[config.mk]
export PLATFORM = sky130hd
export DESIGN_NAME = iec_drive_sd_arb
export DESIGN_NICKNAME = d
export VERILOG_FILES = /design/src/rtl/iec_drive_pkg.sv /design/src/rtl/iec_rr_pick.sv /design/src/rtl/iec_drive_sd_arb.sv
export SDC_FILE = /design/constraint.sdc
export NUM_CORES = 1
export LEC_CHECK = 0
export BUFFER_PORTS_ARGS = -buffer_cell sky130_fd_sc_hd__buf_2
export CAP_MARGIN = 10
export CORE_MARGIN = 3
export CORE_UTILIZATION = 52
export DETAILED_ROUTE_END_ITERATION = 12
export PLACE_DENSITY = 0.86
export SLEW_MARGIN = 20
export SYNTH_ARGS = -nofsm -noshare
export SYNTH_HDL_FRONTEND = slang
export SYNTH_HIERARCHICAL = 1
export SYNTH_SLANG_ARGS = --single-unit
export TNS_END_PERCENT = 20
[constraint.sdc]
create_clock -name clk_sys -period 3.17 [get_ports clk_sys]
set_clock_uncertainty 0.15 [all_clocks]
set_input_delay 0 -clock clk_sys [delete_from_list [all_inputs] [get_ports clk_sys]]
set_output_delay 0 -clock clk_sys [all_outputs]
set_load 0.01 [all_outputs]
[src/rtl/iec_drive_pkg.sv]
// Shared widths, state encoding, command payload and parameter helpers
// for the SD-card drive arbiter.
package iec_drive_pkg;

  localparam int unsigned LBA_W      = 32;
  localparam int unsigned BLK_W      = 6;
  localparam int unsigned DAT_W      = 8;
  localparam int unsigned MAX_DRIVES = 4;

  typedef enum logic [1:0] {
    ST_IDLE = 2'd0,
    ST_REQ  = 2'd1,
    ST_XFER = 2'd2,
    ST_DONE = 2'd3
  } arb_state_e;

  // Command latched at grant and presented to the host until the grant ends.
  typedef struct packed {
    logic [LBA_W-1:0] lba;
    logic [BLK_W-1:0] blk_cnt;
  } sd_cmd_t;

  function automatic int unsigned ndr_clamp(input int drives);
    if (drives < 1) return 1;
    if (drives > int'(MAX_DRIVES)) return MAX_DRIVES;
    return $unsigned(drives);
  endfunction

  function automatic int unsigned idx_w(input int unsigned n);
    return (n > 1) ? $clog2(n) : 1;
  endfunction

endpackage

[src/rtl/iec_rr_pick.sv]
// Combinational round-robin picker: first requester at or after (last+1) mod N.
module iec_rr_pick
  import iec_drive_pkg::*;
#(
  parameter int unsigned  N  = 2,
  localparam int unsigned IW = idx_w(N)
) (
  input  logic [N-1:0]  req_i,
  input  logic [IW-1:0] last_i,
  output logic [IW-1:0] pick_c_o,
  output logic          valid_c_o
);

  always_comb begin
    logic [IW:0] idx;
    pick_c_o  = '0;
    valid_c_o = 1'b0;
    idx       = '0;
    for (int unsigned k = 1; k <= N; k++) begin
      idx = (IW+1)'(last_i) + (IW+1)'(k);
      if (idx >= (IW+1)'(N)) idx = idx - (IW+1)'(N);
      if (!valid_c_o && req_i[idx[IW-1:0]]) begin
        valid_c_o = 1'b1;
        pick_c_o  = idx[IW-1:0];
      end
    end
  end

endmodule

[src/rtl/iec_drive_sd_arb.sv]
// Arbitrates up to four emulated drives onto a single SD host port, one
// transfer at a time, with request timeout and image-change abort.
module iec_drive_sd_arb
  import iec_drive_pkg::*;
#(
  parameter int           DRIVES  = 2,
  parameter int           TIMEOUT = 2**22,
  localparam int unsigned NDR     = ndr_clamp(DRIVES)
) (
  input  logic               clk_sys,
  input  logic               reset,
  input  logic [NDR-1:0]     drv_rd,
  input  logic [NDR-1:0]     drv_wr,
  input  logic [LBA_W-1:0]   drv_lba      [NDR],
  input  logic [BLK_W-1:0]   drv_blk_cnt  [NDR],
  output logic [NDR-1:0]     drv_ack,
  input  logic [DAT_W-1:0]   drv_buff_din [NDR],
  output logic [NDR-1:0]     drv_buff_wr,
  input  logic [NDR-1:0]     img_mounted,
  output logic [LBA_W-1:0]   sd_lba,
  output logic [BLK_W-1:0]   sd_blk_cnt,
  output logic               sd_rd,
  output logic               sd_wr,
  input  logic               sd_ack,
  input  logic               sd_buff_wr,
  output logic [DAT_W-1:0]   sd_buff_din,
  output logic               busy,
  output logic [NDR-1:0]     tmo_err
);

  localparam int unsigned TMO = (TIMEOUT < 1) ? 1 : $unsigned(TIMEOUT);
  localparam int unsigned CW  = $clog2(TMO + 1);
  localparam int unsigned GW  = idx_w(NDR);

  arb_state_e     state_q;
  logic [GW-1:0]  grant_q;
  logic [GW-1:0]  last_q;
  sd_cmd_t        cmd_q;
  logic [CW-1:0]  cnt_q;
  logic           sd_rd_q;
  logic           sd_wr_q;
  logic           busy_q;
  logic [NDR-1:0] tmo_q;

  logic [NDR-1:0] req_vec;
  logic [GW-1:0]  pick;
  logic           pick_valid;
  logic           grant_req;
  logic           grant_mnt;
  logic           tmo_hit;

  assign req_vec   = drv_rd | drv_wr;
  assign grant_req = req_vec[grant_q];
  assign grant_mnt = img_mounted[grant_q];
  assign tmo_hit   = (cnt_q == CW'(TMO - 1));

  iec_rr_pick #(.N(NDR)) u_pick (
    .req_i     (req_vec),
    .last_i    (last_q),
    .pick_c_o  (pick),
    .valid_c_o (pick_valid)
  );

  // Grant sequencing; host strobes drop on ack, abort or timeout.
  always_ff @(posedge clk_sys) begin
    if (reset) begin
      state_q <= ST_IDLE;
      grant_q <= '0;
      last_q  <= GW'(NDR - 1);
      cmd_q   <= '0;
      cnt_q   <= '0;
      sd_rd_q <= 1'b0;
      sd_wr_q <= 1'b0;
      busy_q  <= 1'b0;
      tmo_q   <= '0;
    end else begin
      tmo_q <= '0;
      case (state_q)
        ST_IDLE: begin
          if (pick_valid) begin
            grant_q       <= pick;
            cmd_q.lba     <= drv_lba[pick];
            cmd_q.blk_cnt <= drv_blk_cnt[pick];
            sd_wr_q       <= drv_wr[pick];
            sd_rd_q       <= ~drv_wr[pick];
            busy_q        <= 1'b1;
            cnt_q         <= '0;
            state_q       <= ST_REQ;
          end
        end
        ST_REQ: begin
          if (sd_ack) begin
            sd_rd_q <= 1'b0;
            sd_wr_q <= 1'b0;
            state_q <= ST_XFER;
          end else if (grant_mnt || !grant_req) begin
            sd_rd_q <= 1'b0;
            sd_wr_q <= 1'b0;
            state_q <= ST_DONE;
          end else if (tmo_hit) begin
            sd_rd_q        <= 1'b0;
            sd_wr_q        <= 1'b0;
            tmo_q[grant_q] <= 1'b1;
            state_q        <= ST_DONE;
          end else if (cnt_q != {CW{1'b1}}) begin
            cnt_q <= cnt_q + CW'(1);
          end
        end
        ST_XFER: begin
          if (!sd_ack) state_q <= ST_DONE;
        end
        ST_DONE: begin
          last_q  <= grant_q;
          busy_q  <= 1'b0;
          state_q <= ST_IDLE;
        end
        default: state_q <= ST_IDLE;
      endcase
    end
  end

  // Host handshake and data are steered to the granted drive only.
  always_comb begin
    drv_ack     = '0;
    drv_buff_wr = '0;
    sd_buff_din = '0;
    if (busy_q) begin
      drv_ack[grant_q]     = sd_ack;
      drv_buff_wr[grant_q] = sd_buff_wr;
      sd_buff_din          = drv_buff_din[grant_q];
    end
  end

  assign sd_lba     = cmd_q.lba;
  assign sd_blk_cnt = cmd_q.blk_cnt;
  assign sd_rd      = sd_rd_q;
  assign sd_wr      = sd_wr_q;
  assign busy       = busy_q;
  assign tmo_err    = tmo_q;

endmodule
==> results.yml <==
timing:
  rsz0062_at_grt: "no"
  maxSlewHeadroom_pct: 53.32
  fin_crit_sh_pct: 89.95
  fmax_mhz: 350.7
  hold_ws_ps: 32.11
  drv_slew: 0
  hold_viol: 0
  period_needed_ps: 2851
  finalSetupViolCount: 0
  worst_slew_pin_slew_ps: 697.6
  fin_tns_setup_ps: 0
route:
  wl_per_cell_um: 19.92
  drc: 0
  viasPerCell: 6.172
  routed_wl_um: 14860
  first_pass_iters: 7
  ant_nets: 0
  vias: 4604
  drt_iter0_drc: 495
pwr:
  powerDensity_nw_per_um2: 667.1
  leakage_nw: 2.399
  ir_worst_vdd_v: 0.0004876
yosys:
  async_flop_share_pct: 0
  synth-main-ff-cell: "dfxtp_1"
  synth-seq-cells: 70
  synthTopCellsByArea: "dfxtp_1 38%, mux2i_1 14%, a211oi_1 8.4%"
  syn_inst: 423
  syn_nets: 530
  yosysUniqueCellTypes: 48
  yosysTopAreaCell: "dfxtp_1"
  yosysWarnings: 6
  avgSynthCellArea_um2: 8.643
  synth_top_area_share_pct: 38.33
  netlist_area_um2: 3656
  synth_enable_flop_cells: 0
  ys_seq_area_share_pct: 38.33
grt:
  grt_use_total_pct: 35.95
  overflow: 0
  grt_pass1_vias: 4602
  grt_first_pass_wirelength_um: 23190
  antenna_found_initial: 2
  grt_start_max_net_pins: 67
run_status:
  status: "completed"
die:
  dieHeight_um: 89.85
  core_area_um2: 6568
  initial_core_util_pct: 55.67
  die_x_um: 89.85
  fp.dieArea_um2: 8073
  rows: 29
  io_pins: 157
final_layout:
  area_growth_pct: 49.79
  fin_cells: 746
  nFillCells: 353
  drive_above_1_share_pct: 28.42
  layout_commonest_cell: "buf_2"
  nets: 753
  layout_common_cells: "156 x buf_2, 79 x dlygate4sd3_1, 70 x dfxtp_1"
setup_path:
  slowest_delay_ps: 580
  crit_path_frequent_cell: "dlygate4sd3_1"
  cp_slowest_cell: "dlygate4sd3_1"
  crit_type: "primary input to flop"
  cp.arrival_ps: 2920
  critical_path.cell_chain: "dlygate4sd3_1 > buf_2 > nor2_1 > inv_1 > a21boi_4 > buf_4 > mux2i_1 > dlygate4sd3_1 > a211oi_1"
  startpoint_type: "primary input"
  worst_r2r_endpoint: "cnt_q[0]"
  crit_end: "sd_lba[14]"
  crit_required_ps: 3240
  end_kind: "flop"
  critical_path_peak_fanout: 23
  rrSetupSlack_ps: 500
  r2r_start: "state_q[0]"
  startpoint: "drv_wr[0]"
  reg2regPathDepth: 7
cts:
  clk_latency_ps: 360
  cts-root-buf: "clkbuf_8"
  clock_path_buffers: 2
  path_clk_slew_ps: 80
  cts_tree: "built"
  cts_buffers: 9
  post_cts_resized: 0
  cts_sinks: 70
  h-tree-depth: 3
  cts_setup_buffers: 0
placed_design:
  placed_cells: 649
  dpl.hpwl_um: 7860
  gp_congestion: 0.9147
  io_buffer_count: 156
run:
  drv_cap: 0
hold_path:
  hp-class: "primary input to flop"
==> through the flow <==
stage	utilization [%]	setup WS [ps]	area [µm²]	total power, W
after CTS	83.31	586.6	5472	0.003450
after floorplan	-	1120	3656	0.002148
final	83.39	318.7	5477	0.003653
after detailed placement	68.24	665.6	4482	0.002604
after global routing	83.39	287.0	5477	0.003816
after global placement	68.24	788.5	4482	0.002543
==> synth_stat cells (2+ instances only) <==
cell,n
dfxtp_1,70
o211ai_1,4
o31ai_1,4
a211oi_1,41
or3_1,4
and2_1,5
nor2b_1,11
clkbuf_1,20
nand4_1,3
inv_1,10
nand2_1,25
or2_1,2
a211o_1,2
ha_1,5
buf_4,2
mux2i_1,52
nor2_1,55
a31oi_1,13
o21ai_0,6
o311ai_0,6
nor4_1,5
nand2b_1,5
a221o_1,2
o21a_1,3
a21oi_1,13
nand3_1,14
nor3_1,4
and4_1,4
buf_1,4
and3_1,11
==> critical path, delay by kind of cell <==
kind	cells	cell delay, ps
buf+inv	5	1830
compound gates	2	760
simple gates	1	170
mux	1	150
==> state kept, by name, summed over array words and instances (netlist names) <==
name,count
busy,1
cnt_q,23
grant_q,1
last_q,1
sd_blk_cnt,6
sd_lba,32
sd_rd,1
sd_wr,1
state_q,2
tmo_err,2
==> logic make-up after synthesis <==
| group | after synthesis | synth area share, % |
|---|---|---|
| AOI/OAI and AO/OA | 101 | 19.54 |
| adders and majority gates | 5 | 1.711 |
| buffers and inverters | 39 | 4.551 |
| DFF | 70 | 38.33 |
| muxes | 53 | 14.54 |
| and+or+nand+nor | 155 | 21.32 |
==> worst min-delay path by stage <==
stage	depth (start not counted)	end	start	slack, ps
after floorplan	2	sd_buff_din[0]	drv_buff_din[8]	30
after global placement	2	cnt_q[20]	reset	150
after detailed placement	2	grant_q	reset	170
after CTS	5	state_q[1]	sd_ack	5
after global routing	6	grant_q	drv_rd[0]	60
final	6	grant_q	drv_rd[0]	30
==> layer usage <==
| layer | part of all wire (%) | global-route usage, % |
|---|---|---|
| met3 | 9.3 | 8.765 |
| met1 | 33 | 35.62 |
| met4 | 8.4 | 26.53 |
| met2 | 50 | 64.91 |
| met5 | 0 | 0 |
==> what timing repair did <==
| action | CTS | global route |
|---|---|---|
| endpoints found under the setup margin | 0 | 0 |
| hold buffers | 79 | 0 |
| endpoints found under the hold margin | 44 | 0 |
==> power breakdown <==
part	switching, W	internal [W]	total (W)
registers	0.000155	0.00109	0.00125
logic	0.00101	0.000646	0.00165
clock network	0.000384	0.000369	0.000753
==> layout make-up <==
class                           instances  area [µm²]  share of cell area [%]
Multi-Input combinational cell        314        2101                   38.36
Timing Repair Buffer                  241        1617                   29.52
Sequential cell                        70        1401                   25.59
Clock buffer                           10       127.6                   2.330
Tap cell                               93       116.4                   2.125
Clock inverter                          6       71.32                   1.302
Inverter                               10       37.54                  0.6854
Antenna cell                            2       5.005                 0.09139
No activity file was read; power rests on OpenSTA's default activity.
